`config.mk`:
```
export PLATFORM = sky130hd
export DESIGN_NAME = uart_tx_fifo
export DESIGN_NICKNAME = d
export VERILOG_FILES = /design/src/rtl/uart_tx_fifo.sv
export SDC_FILE = /design/constraint.sdc
export NUM_CORES = 1
export LEC_CHECK = 0
export ABC_AREA = 1
export BUFFER_PORTS_ARGS = -buffer_cell sky130_fd_sc_hd__buf_4
export CAP_MARGIN = 20
export CORE_MARGIN = 1
export CORE_UTILIZATION = 55
export CTS_CLUSTER_DIAMETER = 200
export DETAILED_ROUTE_END_ITERATION = 16
export PLACE_DENSITY = 0.77
export SETUP_SLACK_MARGIN = 0.15
export SLEW_MARGIN = 20
export SYNTH_ARGS = -nofsm -noshare
export SYNTH_HDL_FRONTEND = slang
export SYNTH_SLANG_ARGS = --single-unit
```
`constraint.sdc`:
```
create_clock -name clk -period 2.9 [get_ports clk]
set_input_delay 0.29 -clock clk [delete_from_list [all_inputs] [get_ports clk]]
set_output_delay 0.29 -clock clk [all_outputs]
set_load 0.03 [all_outputs]
```
`src/rtl/uart_tx_fifo.sv`:
```
// uart_tx_fifo: byte FIFO feeding a UART transmitter (start, 8 data LSB first, stop) with runtime divider.
// Optional macro UART_TX_PARITY_EN inserts an even-parity bit after the data bits.
module uart_tx_fifo #(
  parameter int DEPTH       = 16,
  parameter int DEFAULT_DIV = 106
) (
  input  logic                   clk,
  input  logic                   resetn,
  input  logic                   cfg_div_we,
  input  logic [31:0]            cfg_div_di,
  output logic [31:0]            cfg_div_do,
  input  logic                   tx_valid,
  input  logic [7:0]             tx_data,
  output logic                   tx_ready,
  output logic                   ser_tx,
  output logic                   busy,
  output logic [$clog2(DEPTH):0] fifo_level
);
  localparam int AW = $clog2(DEPTH);
  localparam int LW = AW + 1;
  localparam logic [LW-1:0] FULL_LVL = LW'(DEPTH);
  localparam logic [LW-1:0] ZERO_LVL = LW'(0);

  typedef enum logic [2:0] {
    ST_IDLE   = 3'd0,
    ST_START  = 3'd1,
    ST_DATA   = 3'd2,
`ifdef UART_TX_PARITY_EN
    ST_PARITY = 3'd3,
`endif
    ST_STOP   = 3'd4
  } state_t;

  // Divider values below 2 would make a bit shorter than the counter can time.
  function automatic logic [31:0] clamp_div(input logic [31:0] d);
    return (d < 32'd2) ? 32'd2 : d;
  endfunction

`ifdef UART_TX_PARITY_EN
  function automatic logic even_parity(input logic [7:0] d);
    return ^d;
  endfunction
`endif

  state_t          state_r, state_next_s;
  logic [31:0]     cnt_r, cnt_next_s;
  logic [2:0]      bit_r, bit_next_s;
  logic [7:0]      data_r;
  logic [31:0]     div_r, div_lat_r;
  logic [7:0]      mem_r [DEPTH];
  logic [AW-1:0]   wr_ptr_r, rd_ptr_r;
  logic [LW-1:0]   level_r, level_next_s;
  logic            tx_ready_r, busy_r, ser_tx_r, ser_next_s;
  logic            wr_s, pop_s, bit_end_s;

  assign wr_s       = tx_valid & tx_ready_r;
  assign bit_end_s  = (cnt_r == (div_lat_r - 32'd1));
  assign cfg_div_do = div_r;
  assign tx_ready   = tx_ready_r;
  assign ser_tx     = ser_tx_r;
  assign busy       = busy_r;
  assign fifo_level = level_r;

  // Transmitter next state, bit timing, pop decision and next serial level.
  always_comb begin
    state_next_s = state_r;
    cnt_next_s   = cnt_r + 32'd1;
    bit_next_s   = bit_r;
    pop_s        = 1'b0;
    ser_next_s   = 1'b1;
    case (state_r)
      ST_IDLE: begin
        cnt_next_s = 32'd0;
        if (level_r != ZERO_LVL) begin
          pop_s        = 1'b1;
          state_next_s = ST_START;
        end else begin
          state_next_s = ST_IDLE;
        end
      end
      ST_START: begin
        ser_next_s = 1'b0;
        if (bit_end_s) begin
          cnt_next_s   = 32'd0;
          bit_next_s   = 3'd0;
          state_next_s = ST_DATA;
        end else begin
          state_next_s = ST_START;
        end
      end
      ST_DATA: begin
        ser_next_s = data_r[bit_r];
        if (bit_end_s) begin
          cnt_next_s = 32'd0;
          if (bit_r == 3'd7) begin
`ifdef UART_TX_PARITY_EN
            state_next_s = ST_PARITY;
`else
            state_next_s = ST_STOP;
`endif
          end else begin
            bit_next_s   = bit_r + 3'd1;
            state_next_s = ST_DATA;
          end
        end else begin
          state_next_s = ST_DATA;
        end
      end
`ifdef UART_TX_PARITY_EN
      ST_PARITY: begin
        ser_next_s = even_parity(data_r);
        if (bit_end_s) begin
          cnt_next_s   = 32'd0;
          state_next_s = ST_STOP;
        end else begin
          state_next_s = ST_PARITY;
        end
      end
`endif
      ST_STOP: begin
        ser_next_s = 1'b1;
        if (bit_end_s) begin
          cnt_next_s = 32'd0;
          // Chain straight into the next frame when bytes are waiting.
          if (level_r != ZERO_LVL) begin
            pop_s        = 1'b1;
            state_next_s = ST_START;
          end else begin
            state_next_s = ST_IDLE;
          end
        end else begin
          state_next_s = ST_STOP;
        end
      end
      default: begin
        cnt_next_s   = 32'd0;
        state_next_s = ST_IDLE;
      end
    endcase
  end

  // FIFO occupancy after this edge's write and pop.
  always_comb begin
    case ({wr_s, pop_s})
      2'b10:   level_next_s = level_r + LW'(1);
      2'b01:   level_next_s = level_r - LW'(1);
      default: level_next_s = level_r;
    endcase
  end

  // FIFO storage; contents need no reset since occupancy is tracked separately.
  always_ff @(posedge clk) begin
    if (resetn && wr_s) begin
      mem_r[wr_ptr_r] <= tx_data;
    end
  end

  // State, pointers, divider and registered outputs.
  always_ff @(posedge clk) begin
    if (!resetn) begin
      state_r    <= ST_IDLE;
      cnt_r      <= 32'd0;
      bit_r      <= 3'd0;
      data_r     <= 8'd0;
      div_r      <= 32'(DEFAULT_DIV);
      div_lat_r  <= 32'd2;
      wr_ptr_r   <= AW'(0);
      rd_ptr_r   <= AW'(0);
      level_r    <= ZERO_LVL;
      tx_ready_r <= 1'b1;
      busy_r     <= 1'b0;
      ser_tx_r   <= 1'b1;
    end else begin
      state_r    <= state_next_s;
      cnt_r      <= cnt_next_s;
      bit_r      <= bit_next_s;
      ser_tx_r   <= ser_next_s;
      level_r    <= level_next_s;
      tx_ready_r <= (level_next_s != FULL_LVL);
      busy_r     <= (state_next_s != ST_IDLE) || (level_next_s != ZERO_LVL);
      if (pop_s) begin
        data_r    <= mem_r[rd_ptr_r];
        div_lat_r <= clamp_div(div_r);
        rd_ptr_r  <= rd_ptr_r + AW'(1);
      end
      if (wr_s) begin
        wr_ptr_r <= wr_ptr_r + AW'(1);
      end
      if (cfg_div_we) begin
        div_r <= cfg_div_di;
      end
    end
  end
endmodule

```
=== After elaboration in Yosys (flattened, before gate mapping) ===
Memory sizes are Yosys's and may differ from the RTL's. A register that Yosys moved wholly into a read port is not among the register bits.
Index checks and enable logic that the tools add are counted.

* $add $sub $neg: 7
* Multiply operators: 0
* Divide/modulo/power cells: 0
* $lt $le $gt $ge: 2
* Eq/ne operators: 11
* Shift operators: 0
* Multiplexer cells: 20
* Bitwise gates (word level): 3
* Reductions and logical operators: 11

{| class="wikitable"
|+ Operators by type and width
! operator !! number
|-
| $add 32x1->32 const B || 1
|-
| $eq 32x32->1 || 1
|-
| $lt 32x2->1 const B || 1
|-
| $mux 32 || 1
|-
| $sub 32x1->32 const B || 1
|-
| $mux 3 || 6
|-
| $pmux 3 s4 || 1
|-
| $pmux 5 s2 || 1
|-
| $reduce_bool 5->1 || 2
|-
| $add 4x1->4 const B || 2
|-
| $eq 3x3->1 const B || 2
|-
| $mux 1 || 6
|-
| $ne 2x2->1 const B || 3
|-
| $pmux 3 s2 || 1
|-
| $reduce_or 3->1 || 2
|-
| $add 5x1->5 const B || 1
|-
| $ne 5x5->1 const B || 1
|-
| $sub 5x1->5 const B || 1
|-
| $lt 3x4->1 const B || 1
|-
| $pmux 1 s2 || 2
|-
| $reduce_and 4->1 || 1
|-
| $add 3x1->3 const B || 1
|-
| $bmux 1 s3 || 1
|-
| $eq 3x1->1 const B || 1
|-
| other kinds (12) || 13
|}

* Register bits after elaboration: 118
* Latch bits: 0
* Memory bits (writable): 128
* Memory bits (read-only): 0
* Word-level logic and storage cells: 66
* Memories: 1

{| class="wikitable"
|+ Memory list
! name !! words !! bits a word !! rd ports !! clocked after Yosys merged registers in !! wr ports !! RTL line !! text
|-
| mem_r || 16 || 8 || 1 || 1 || 1 || 50 || <nowiki>logic [7:0] mem_r [DEPTH];</nowiki>
|}

=== Depth between registers and ports, before layout ===
Gate-level depths: netlist of run 1.

* Depth after elaboration: 8
* Depth in mapped cells: 30
* Gate-level depth less buffers: 30

=== Worst setup path after synthesis of run 1 ===
OpenSTA, ideal clock, no wires.

* Path kind: reg-to-reg
* Start point: register div_lat_r[0]
* End point: register busy_r, in the netlist busy
* Data arrival time: 3.085 ns
* Setup slack: -0.302 ns
* Stages on the path, launching flop included: 29
* Buffers on the path: 1
* Period minus slack after synthesis: 3.202 ns
* Cells stage by stage: dfxtp_1 inv_2 ha_1 nand2_2 nor2_4 and2_4 nand2_1 nand2_2 nand2_1 nand2_1 nand2_1 nor2_1 nand2_1 nor2_2 nand2_2 nand2_4 nand2_2 inv_2 clkbuf_1 ha_1 a21oi_1 inv_1 nand3_1 nand3_1 o21ai_1 nor2_1 nand3_1 nor2_1 nor2_1

* Longest elaborated chain between the ends: 8

{| class="wikitable"
|+ Ends and longest elaborated chain
! item !! RTL line !! text
|-
| from (decl) || 49 || <nowiki>logic [31:0] div_r, div_lat_r;</nowiki>
|-
| from (signal assigned) || 183 || <nowiki>div_lat_r <= clamp_div(div_r);</nowiki>
|-
| $sub 32x1->32 (*) || 57 || <nowiki>assign bit_end_s = (cnt_r == (div_lat_r - 32'd1));</nowiki>
|-
| $eq 32x32->1 (*) || 57 ||
|-
| $mux 1 || 122 || <nowiki>if (bit_end_s) begin</nowiki>
|-
| $pmux 1 s2 || 71 || <nowiki>case (state_r)</nowiki>
|-
| $eq 2x1->1 / $eq 2x2->1 (equally long branches) || 144 || <nowiki>case ({wr_s, pop_s})</nowiki>
|-
| $pmux 5 s2 || 144 ||
|-
| $reduce_bool 5->1 || 180 || <nowiki>busy_r <= (state_next_s != ST_IDLE) || (level_next_s != ZERO_LVL);</nowiki>
|-
| $logic_or 1x1->1 (*) || 180 ||
|-
| to (signal assigned) || 180 ||
|-
| to (decl) || 53 || <nowiki>logic tx_ready_r, busy_r, ser_tx_r, ser_next_s;</nowiki>
|}

Mark *: on every way between the ends. The rest lies on a longest branch, timed or not.
A chain may end at the register's enable or synchronous reset.

=== Worst setup path after layout of run 1 ===
* Start point: register div_lat_r[1]
* End point: register busy_r, in the netlist busy

The elaborated chain is that of the path after synthesis.

==> run_results.csv, run 1 <==
group,metric,value,unit
yosys,synth_compound_area_share,12.53,%
worst_setup_path,arrival,3650,ps
yosys,synth_top_area_share,33.06,%
worst_setup_path,path_max_fanout,6,
worst_setup_path,r2r_cells,27,
drt,drc_errors,0,
sta,slew_violations,0,
worst_setup_path,cp-start-kind,"flip-flop",
yosys,synthesis.area,0.01163,mm²
pwr,combPwrFrac,42.8,%
yosys,ys_types,45,
yosys,synth_top_family_by_area,"simple AND/OR/NAND/NOR gates",
layout,fillers,1283,
layout,final_util,76.54,%
place,gp_congestion,0.9877,
sta,fin_crit,3212,ps
clock_tree,cts_tree,"yes",
worst_setup_path,path_class,"reg2reg",
outcome,violations,"negative hold slack, negative setup slack",
clock_tree,cts_buffers,27,
yosys,synthTopCellsByArea,"edfxtp_1 33%, dfxtp_1 22%, nand2_1 6.8%",
pwr,p_clk_share,25.6,%
sta,worst_pin_slew,896.2,ps
floorplanning,start_util,56.73,%
worst_setup_path,worst-r2r-setup-slack,-310,ps
pwr,power_density,896.6,mW/mm²
grt,grt_overflow,0,
pwr,sw_frac_of_total,36.77,%
layout,syn_to_final_growth,34.93,%
yosys,yosys.area_share.simple,23.76,%
yosys,seq_area_frac_synth,54.76,%
hold_path,holdCritPathClass,"in2reg",
worst_setup_path,reg2reg_to,"busy",
clock_tree,cts_root_buffer,"clkbuf_16",
drt,vias_per_cell,5.931,
drt,drt_pre_antenna_iters,6,
floorplanning,dieWidth,147.4,µm
layout,mostFrequentLayoutCell,"nand2_1",
yosys,yosysWarnings,0,
floorplanning,fp.dieH,147.4,µm
floorplanning,die_area,0.02172,mm²
place,dp_hpwl,22.22,mm
layout,drive_gt1_share,28.57,%
pwr,ir_drop,750.2,µV
drt,initialDrtViolationCount,1051,
sta,finalHoldViolations,1,
sta,fin_skew,10.55,ps
yosys,synthAdderAreaFrac,1.184,%
drt,wl_per_cell,20.16,µm
worst_setup_path,cp_data_required_time,3340,ps
drt,postRouteAntennaNets,0,
job,cap_viol_max_count,0,
layout,final_cell_mix,"198 x nand2_1, 184 x buf_4, 171 x nor2_1",
sta,max_slew_margin,40.03,%
clock_tree,cts.sinks,254,
clock_tree,path_clk_slew,60,ps
sta,setup_violations,29,
drt,vias,11026,
yosys,muxShareOfSynthArea,0,%
outcome,outcome,"finished with violations",
grt,grt_pass1_wl,54.86,mm
yosys,synth_seq_cells,254,
sta,fin_tns_setup,-3351,ps
clock_tree,cts-htree-levels,1,
place,portBuffers,83,
clock_tree,clkLatencyLatePin,550,ps
grt,grt_antenna_before_repair,0,
sta,final.setup.worst_slack,-312.1,ps
pwr,power_frac_seq,31.6,%
yosys,avgSynthCellArea,8.741,µm²
grt,grt_pass1_vias,10407,
hold_path,whs_path_depth,3,
grt,grt_max_degree,71,
layout,diodes,0,
grt,grtUsageTotal,32.62,%
pwr,intPower,0.008893,W
sta,grt_setup_unrepaired,"yes",
layout,fin_nets,1623,
sta,whs,-4.416,ps
pwr,leakage,6.242,nW
worst_setup_path,worstReg2RegStart,"div_lat_r[1]",
hold_path,whs_endpoint,"cfg_div_do[16]",
pwr,switching_power,0.005172,W
floorplanning,core,0.02049,mm²
yosys,synth_xor_area_share,2.228,%
floorplanning,num_rows,52,
hold_path,min_from,"cfg_div_di[16]",
sta,timing.fmax,311.3,MHz
yosys,synth_top_area_cell,"edfxtp_1",
sta,fin_crit_sh,110.8,%
yosys,syn_nets,1385,
clock_tree,clk_path_buf_depth,3,
floorplanning,io_pins,84,
drt,drt-total-wl,37.48,mm
yosys,syn_inst,1330,
worst_setup_path,cp-end-kind,"flip-flop",
## state kept, by name, summed over array words and instances, names as in the netlist
signal / cells
fifo_level: 5
rd_ptr_r: 4
busy: 1
ser_tx: 1
cfg_div_do: 32
div_lat_r: 32
tx_ready: 1
mem_r: 128
data_r: 8
state_r: 3
bit_r: 3
wr_ptr_r: 4
cnt_r: 32
## kinds of logic (layout without fill, tap and decap cells)
group           after synthesis  after routing
fa+ha+maj                    11             11
xor+xnor                     28             28
buf+inv                     170            429
compound gates              264            264
flops                       254            254
simple gates                603            603
## cell type report
type	count	area, µm²	share of cell area (%)
Sequential cell	254	6389	40.72
Timing Repair Buffer	259	2429	15.48
Clock inverter	9	137.6	0.8773
Clock buffer	41	788.3	5.025
Inverter	120	455.4	2.903
Tap cell	270	337.8	2.153
Multi-Input combinational cell	906	5151	32.84
## power groups by stage
stage               Sequential (W)  Clock [W]  Combinational (W)
finish                     0.00445    0.00360            0.00602
detailed placement         0.00445          0            0.00409
floorplan                  0.00449          0            0.00257
CTS                        0.00439    0.00359            0.00520
global placement           0.00444          0            0.00402
global route               0.00448    0.00374            0.00638
## what timing repair did
item | 4_1_cts | 5_1_grt
setup endpoints to repair | 50 | 73
hold buffers | 17 | 0
setup buffers | 61 | 12
pin swaps | 42 | 48
resized for setup | 56 | 157
gates cloned | 6 | 2
endpoints found under the hold margin | 17 | 0
## worst max path at each step
stage,start,endpoint,cells after the start
after floorplan,div_lat_r[0],busy,28
after global placement,div_lat_r[6],busy,24
after detailed placement,div_lat_r[6],busy,26
after CTS,div_lat_r[0],busy,25
after global routing,div_lat_r[1],busy,27
final,div_lat_r[1],busy,27
## synthesized netlist by cell type, drive strengths merged
cell	instances
clkinv	4
edfxtp	128
nor4	10
ha	11
nor3b	7
nor4b	1
nand2	230
buf	5
o21a	4
o221ai	9
a211oi	9
nand3b	4
o2111ai	1
a31oi	11
dfxtp	126
xnor3	1
o21ai	128
o211ai	3
clkbuf	45
or2	3
xnor2	8
o21bai	1
nand3	74
and2	1
a21oi	82
nor3	21
xor2	19
nor2	220
inv	116
nand4	32
a221oi	7
o22ai	9
## through the flow
stage | std cells | worst slack, ps | area (µm²) | total power [W]
2_1_floorplan | 1330 | 145.4 | 11700 | 0.007064
3_3_place_gp | 1710 | -172.5 | 13060 | 0.008456
3_5_place_dp | 1710 | -267.1 | 13060 | 0.008541
4_1_cts | 1844 | -219.5 | 14990 | 0.01318
5_1_grt | 1859 | -525.7 | 15690 | 0.01460
6_report | 1859 | -312.1 | 15690 | 0.01406
## layer usage
metal | track usage, % | part of all wire (%) | up-vias
li1 | - | - | 5040
met1 | 40.86 | 37 | 5219
met2 | 55.50 | 49 | 617
met3 | 5.864 | 9.2 | 150
met4 | 13.97 | 4.4 | 0
met5 | 0 | 0 | -
## critical path, cell delays in order, from the launching register on
cell and delay [ps]:
dfxtp_2 330, inv_2 80, ha_4 150, nand2_4 80
nor2_4 220, and2_4 210, nand2_2 60, nand2_2 90
nand2_1 80, nand2_1 90, nand2_1 50, nor2_1 90
nand2_1 100, nor2_4 150, nand2_4 80, nand2_4 70
nand4_1 100, nand2_1 100, inv_2 50, ha_4 150
a21oi_4 170, nand2_1 100, nand3_2 70, o21ai_2 60
nor2_1 110, nand3_1 110, nor2_1 110, nor2_1 40
Note: power is estimated with default switching activity, not from simulation.
==> run 2: changes to the inputs <==
Settings changed: PLACE_DENSITY 0.77 to 0.74.
Clock period 2.9 ns to 3.3 ns, I/O delays scaled along.
==> run 2 against run 1 <==
  * The flow finishes with violations (negative setup slack)
  * Global-route usage decreased by 4.7 points
  * Sequential power decreased by 12%
  * Core utilization decreased by 7.2 points
  * Maximum frequency decreased by 2.9%
  * Critical path depth unchanged
  * Clock skew decreased by 0.87 ps
  * Clock-buffer cell count decreased by 9
  * Power decreased by 24%
  * First-iteration DRC count decreased by 33%
  * Sequential share of layout area increased by 4.2 points
  * Worst hold slack improved by 14 ps
  * Design area decreased by 9.5%
  * Largest cell class unchanged
==> run_results.csv, run 2 (same netlist as run 1, synthesis figures left out) <==
group,metric,value,unit
outcome,outcome,"finished with violations",
outcome,violations,"negative setup slack",
worst_setup_path,cp-start-kind,"flip-flop",
grt,grt_pass1_vias,9283,
layout,mostFrequentLayoutCell,"nand2_1",
sta,setup_violations,1,
worst_setup_path,arrival,3740,ps
grt,met1_usage,35.72,%
layout,largest_reg_flops,128,
sta,worst_pin_slew,809.6,ps
drt,drt_pre_antenna_iters,5,
worst_setup_path,path_class,"reg2reg",
floorplanning,start_util,56.73,%
layout,regMostFlops,"mem_r",
drt,postRouteAntennaNets,0,
sta,finalHoldViolations,0,
sta,slew_violations,0,
grt,grt_antenna_before_repair,0,
sta,max_slew_margin,45.83,%
clock_tree,cts_tree,"yes",
grt,grt_pass1_wl,47.65,mm
place,portBuffers,83,
worst_setup_path,cp_data_required_time,3730,ps
grt,top_usage_layer,"met2",
worst_setup_path,worst-r2r-setup-slack,-9,ps
worst_setup_path,startpoint,"div_lat_r[0]",
clock_tree,cts-htree-levels,1,
layout,diodes,0,
grt,grt_max_degree,48,
layout,final_cell_mix,"197 x nand2_1, 178 x nor2_1, 136 x buf_4",
drt,drc_errors,0,
pwr,leakage,5.498,nW
worst_setup_path,r2r_cells,27,
layout,stdcell_count,1751,
pwr,ir_drop,507.6,µV
hold_path,holdCritPathClass,"in2reg",
floorplanning,num_rows,52,
layout,drive_gt1_share,21.00,%
drt,drt-total-wl,30.42,mm
clock_tree,cts.sinks,254,
drt,wl_per_cell,17.37,µm
worst_setup_path,worstReg2RegStart,"div_lat_r[0]",
clock_tree,path_clk_slew,60,ps
clock_tree,cts_buffers,27,
place,gp_congestion,0.9164,
grt,grt_util_met3,3.519,%
clock_tree,clk_path_buf_depth,3,
layout,fin_nets,1516,
floorplanning,io_pins,84,
sta,final.setup.worst_slack,-9.202,ps
pwr,total_power,0.01068,W
place,dp_hpwl,20.60,mm
clock_tree,cts_root_buffer,"clkbuf_16",
floorplanning,dieWidth,147.4,µm
job,cap_viol_max_count,0,
sta,fin_crit_sh,100.3,%
layout,syn_to_final_growth,22.17,%
drt,vias_per_cell,5.556,
worst_setup_path,cp-end-kind,"flip-flop",
grt,use_met2,48.54,%
clock_tree,clkLatencyLatePin,550,ps
sta,fin_skew,9.679,ps
worst_setup_path,path_max_fanout,6,
pwr,power_density,751.8,mW/mm²
grt,grt_overflow,0,
sta,fin_crit,3309,ps
drt,vias,9728,
worst_setup_path,endpoint,"busy",
floorplanning,fp.dieH,147.4,µm
drt,initialDrtViolationCount,702,
sta,grt_setup_unrepaired,"yes",
floorplanning,core,0.02049,mm²
worst_setup_path,reg2reg_to,"busy",
place,placedCellCount,1664,
grt,grtUsageTotal,27.88,%
sta,timing.fmax,302.2,MHz
floorplanning,die_area,0.02172,mm²
[run 2: cell count changes in the layout (fill, tap and decap cells not counted), sizes merged, moves of 2 or more]
cell | previous run | this run
clkbuf | 43 | 32
clkinv | 7 | 13
dlygate4sd3 | 17 | 10
clkinvlp | 1 | 3
buf | 239 | 141
[run 2: per-stage QoR]
stage               hold WS [ps]  setup slack, ps  util, %  area (µm²)  TNS, ps
global route               20.21           -227.1    69.30       14200   -481.8
global placement           463.2            56.07    61.61       12630        0
CTS                       0.6923            115.7    67.69       13870        0
floorplan                  428.9            217.7        -       11630        0
detailed placement         473.0           -9.070    61.61       12630   -9.070
finish                     9.580           -9.202    69.30       14200   -9.202
[run 2: metal layers]
layer  share of wire, %  routed length (µm)
met5                  0                   0
met4                3.2                 975
met3                5.3                1599
met2                 49               15020
met1                 42               12820
[run 2: critical path, cell delays in order, from the launching register on]
cell     delay (ps)
dfxtp_2         330
inv_4            80
ha_4            160
nand2_4          80
nor2_4          220
nand2_4         100
o21ai_2         160
nand2_1          60
nand2_1          50
nand2_1          50
nor2_1           90
nand3_1         110
nor2_2          160
nand2_2          90
nand2_4          90
nand4_1         130
nand2_1         130
inv_2            60
ha_4            150
a21oi_2         140
buf_6           140
nand2_2          50
nand3_2          70
o21ai_2          60
nor2_1          130
nand3_2         100
nor2_1          120
nor2_1           40
[run 2: how the worst min path moves through the flow]
stage                               from        endpoint  slack (ps)  cells past startpoint
after floorplan               tx_data[0]     mem_r[0][0]         430                      0
after global routing       cfg_div_di[4]   cfg_div_do[4]          20                      3
final                     cfg_div_di[27]  cfg_div_do[27]          10                      3
after CTS                 cfg_div_di[27]  cfg_div_do[27]         0.7                      3
after global placement          cnt_r[0]        cnt_r[0]         460                      1
after detailed placement        cnt_r[0]        cnt_r[0]         470                      1
[run 2: cell type report]
cell class	instances	area [µm²]
Sequential cell	254	6380
Fill cell	1589	6291
Multi-Input combinational cell	907	4946
Timing Repair Buffer	151	1186
Clock buffer	32	694.4
Inverter	120	452.9
Tap cell	270	337.8
Clock inverter	17	206.4
[run 2: timing repair]
action                     4_1_cts  5_1_grt
hold endpoints to repair        10        0
pin swaps                       25       45
gates cloned                     0        1
gates resized for setup         40       62
setup buffers                   13       14
hold buffers                    10        0
setup endpoints to repair        4       14
[run 2: power breakdown]
part / leakage [nW] / switching (W) / internal, W / total (W)
clock network: 0.431 / 0.00126 / 0.00182 / 0.00308
registers: 2.19 / 0.000312 / 0.00360 / 0.00391
logic: 2.88 / 0.00238 / 0.00131 / 0.00369
==> run 3: changes to the inputs <==
Settings changed: CORE_UTILIZATION 55 to 44, PLACE_DENSITY 0.74 to default.
==> run 3 against run 2 <==
  * The run now ends clean
  * Clock-buffer cell count rose by 4
  * Highest routed layer unchanged
  * Wire length rose by 6.6%
  * Clock power decreased by 4%
  * Die area is 25% higher
  * Worst hold slack improved by 7.9 ps
  * Non-clock buffer count is 15 higher
  * Sequential power is essentially flat
==> run_results.csv, run 3 (same netlist as run 1, synthesis figures left out) <==
group,metric,value,unit
place,gp_congestion,0.9243,
grt,grtUsageTotal,23.65,%
pwr,power_density,741.7,mW/mm²
clock_tree,cts_buffers,28,
place,dpl_cell_area,0.01280,mm²
sta,whs,17.45,ps
worst_setup_path,worstReg2RegStart,"div_lat_r[0]",
drt,vias_per_cell,5.350,
job,cap_viol_max_count,0,
outcome,outcome,"completed",
sta,fin_crit,3198,ps
grt,grt_overflow,0,
drt,postRouteAntennaNets,0,
layout,fin_nets,1531,
hold_path,holdCritPathClass,"in2reg",
floorplanning,die_area,0.02708,mm²
sta,slew_violations,0,
sta,max_slew_margin,43.49,%
sta,fin_crit_sh,96.90,%
sta,finalHoldViolations,0,
clock_tree,cts_root_buffer,"clkbuf_16",
floorplanning,core,0.02598,mm²
drt,drt_pre_antenna_iters,5,
hold_path,min_from,"cfg_div_di[27]",
floorplanning,num_rows,59,
place,dp_slack,-18.48,ps
place,portBuffers,83,
layout,finalInstanceArea,0.01448,mm²
clock_tree,cts_tree,"yes",
worst_setup_path,arrival,3620,ps
sta,grt_setup_unrepaired,"yes",
grt,grt_pass1_vias,9243,
sta,fin_skew,15.44,ps
place,dp_hpwl,22.29,mm
layout,diodes,0,
floorplanning,fp.dieH,164.6,µm
worst_setup_path,cp_data_required_time,3720,ps
drt,initialDrtViolationCount,732,
clock_tree,cts.sinks,254,
worst_setup_path,worst-r2r-setup-slack,100,ps
place,placedCellCount,1738,
drt,drc_errors,0,
layout,syn_to_final_growth,24.58,%
floorplanning,io_pins,84,
drt,drt-total-wl,32.42,mm
layout,largest_reg_flops,128,
worst_setup_path,startpoint,"div_lat_r[0]",
pwr,leakage,5.608,nW
floorplanning,dieWidth,164.6,µm
clock_tree,cts-htree-levels,1,
worst_setup_path,path_max_fanout,6,
grt,grt_antenna_before_repair,0,
sta,final.setup.worst_slack,102.3,ps
worst_setup_path,path_class,"reg2reg",
worst_setup_path,crit_path_frequent_cell,"nand2_1",
floorplanning,start_util,44.74,%
layout,final_util,55.74,%
layout,regMostFlops,"mem_r",
clock_tree,clk_path_buf_depth,3,
layout,drive_gt1_share,22.59,%
pwr,ir_drop,564.7,µV
sta,timing.fmax,312.7,MHz
layout,final_cell_mix,"199 x nand2_1, 168 x nor2_1, 146 x buf_4",
clock_tree,clkLatencyLatePin,550,ps
drt,vias,9795,
worst_setup_path,max_stage_delay,330,ps
grt,grt_pass1_wl,49.34,mm
sta,worst_pin_slew,844.5,ps
drt,wl_per_cell,17.70,µm
worst_setup_path,cp-end-kind,"flip-flop",
sta,setup_violations,0,
worst_setup_path,cp-start-kind,"flip-flop",
clock_tree,path_clk_slew,60,ps
worst_setup_path,critical-path-slowest-cell,"dfxtp_2",
layout,stdcell_count,1831,
grt,grt_max_degree,71,
layout,mostFrequentLayoutCell,"nand2_1",
[run 3: cell count changes in the layout (fill, tap and decap cells not counted), moves of 4 or more]
| cell | delta |
|---|---|
| dfxtp_4 | +4 |
| dfxtp_1 | -5 |
| nor2_4 | +6 |
| buf_4 | +10 |
| nor2_1 | -10 |
[run 3: critical path, delay by kind of cell (launching register included)]
| family | cells | cell delay [ps] |
|---|---|---|
| and+or+nand+nor | 20 | 1900 |
| adders and majority gates | 2 | 290 |
| buffers and inverters | 4 | 410 |
| DFF | 1 | 330 |
| AOI/OAI and AO/OA | 2 | 150 |
[run 3: per-stage QoR]
stage	setup TNS, ps	total power, W
floorplan	0	0.006121
global placement	-53.47	0.007253
detailed placement	-18.48	0.007261
CTS	0	0.01044
global route	-323.4	0.01137
finish	0	0.01074
[run 3: cell type report]
type	count	area, µm²
fill	2372	11500
clock inverter	14	120.1
sequential	254	6396
inverter	120	452.9
multi-input combinational	906	5012
clock buffer	36	760.7
timing repair buffer	166	1323
tap	335	419.2
[run 3: final timing paths]
path                                        to  cells past startpoint
worst max-delay path                      busy                     28
worst min-delay path            cfg_div_do[27]                      3
worst max register to register            busy                     28
worst min register to register   cfg_div_do[8]                      2
[run 3: report_power, final]
| part | leakage [nW] | switching, W | internal, W | total (W) |
|---|---|---|---|---|
| Combinational | 2.98 | 0.00245 | 0.00142 | 0.00388 |
| Clock | 0.430 | 0.00126 | 0.00171 | 0.00297 |
| Sequential | 2.19 | 0.000296 | 0.00360 | 0.00390 |
[run 3: metal layers]
layer / wire [µm] / up-vias / track usage [%]
li1: - / 4848 / -
met1: 14170 / 4671 / 31.00
met2: 16040 / 229 / 41.31
met3: 1440 / 47 / 2.838
met4: 767 / 0 / 5.963
met5: 0 / - / 0
[run 3: repair_timing]
| item | 4_1_cts | 5_1_grt |
|---|---|---|
| setup endpoints to repair | 3 | 27 |
| hold buffers | 13 | 0 |
| buffers inserted | 8 | 22 |
| endpoints found under the hold margin | 13 | 0 |
| resized for setup | 32 | 100 |
| pin swaps | 19 | 52 |
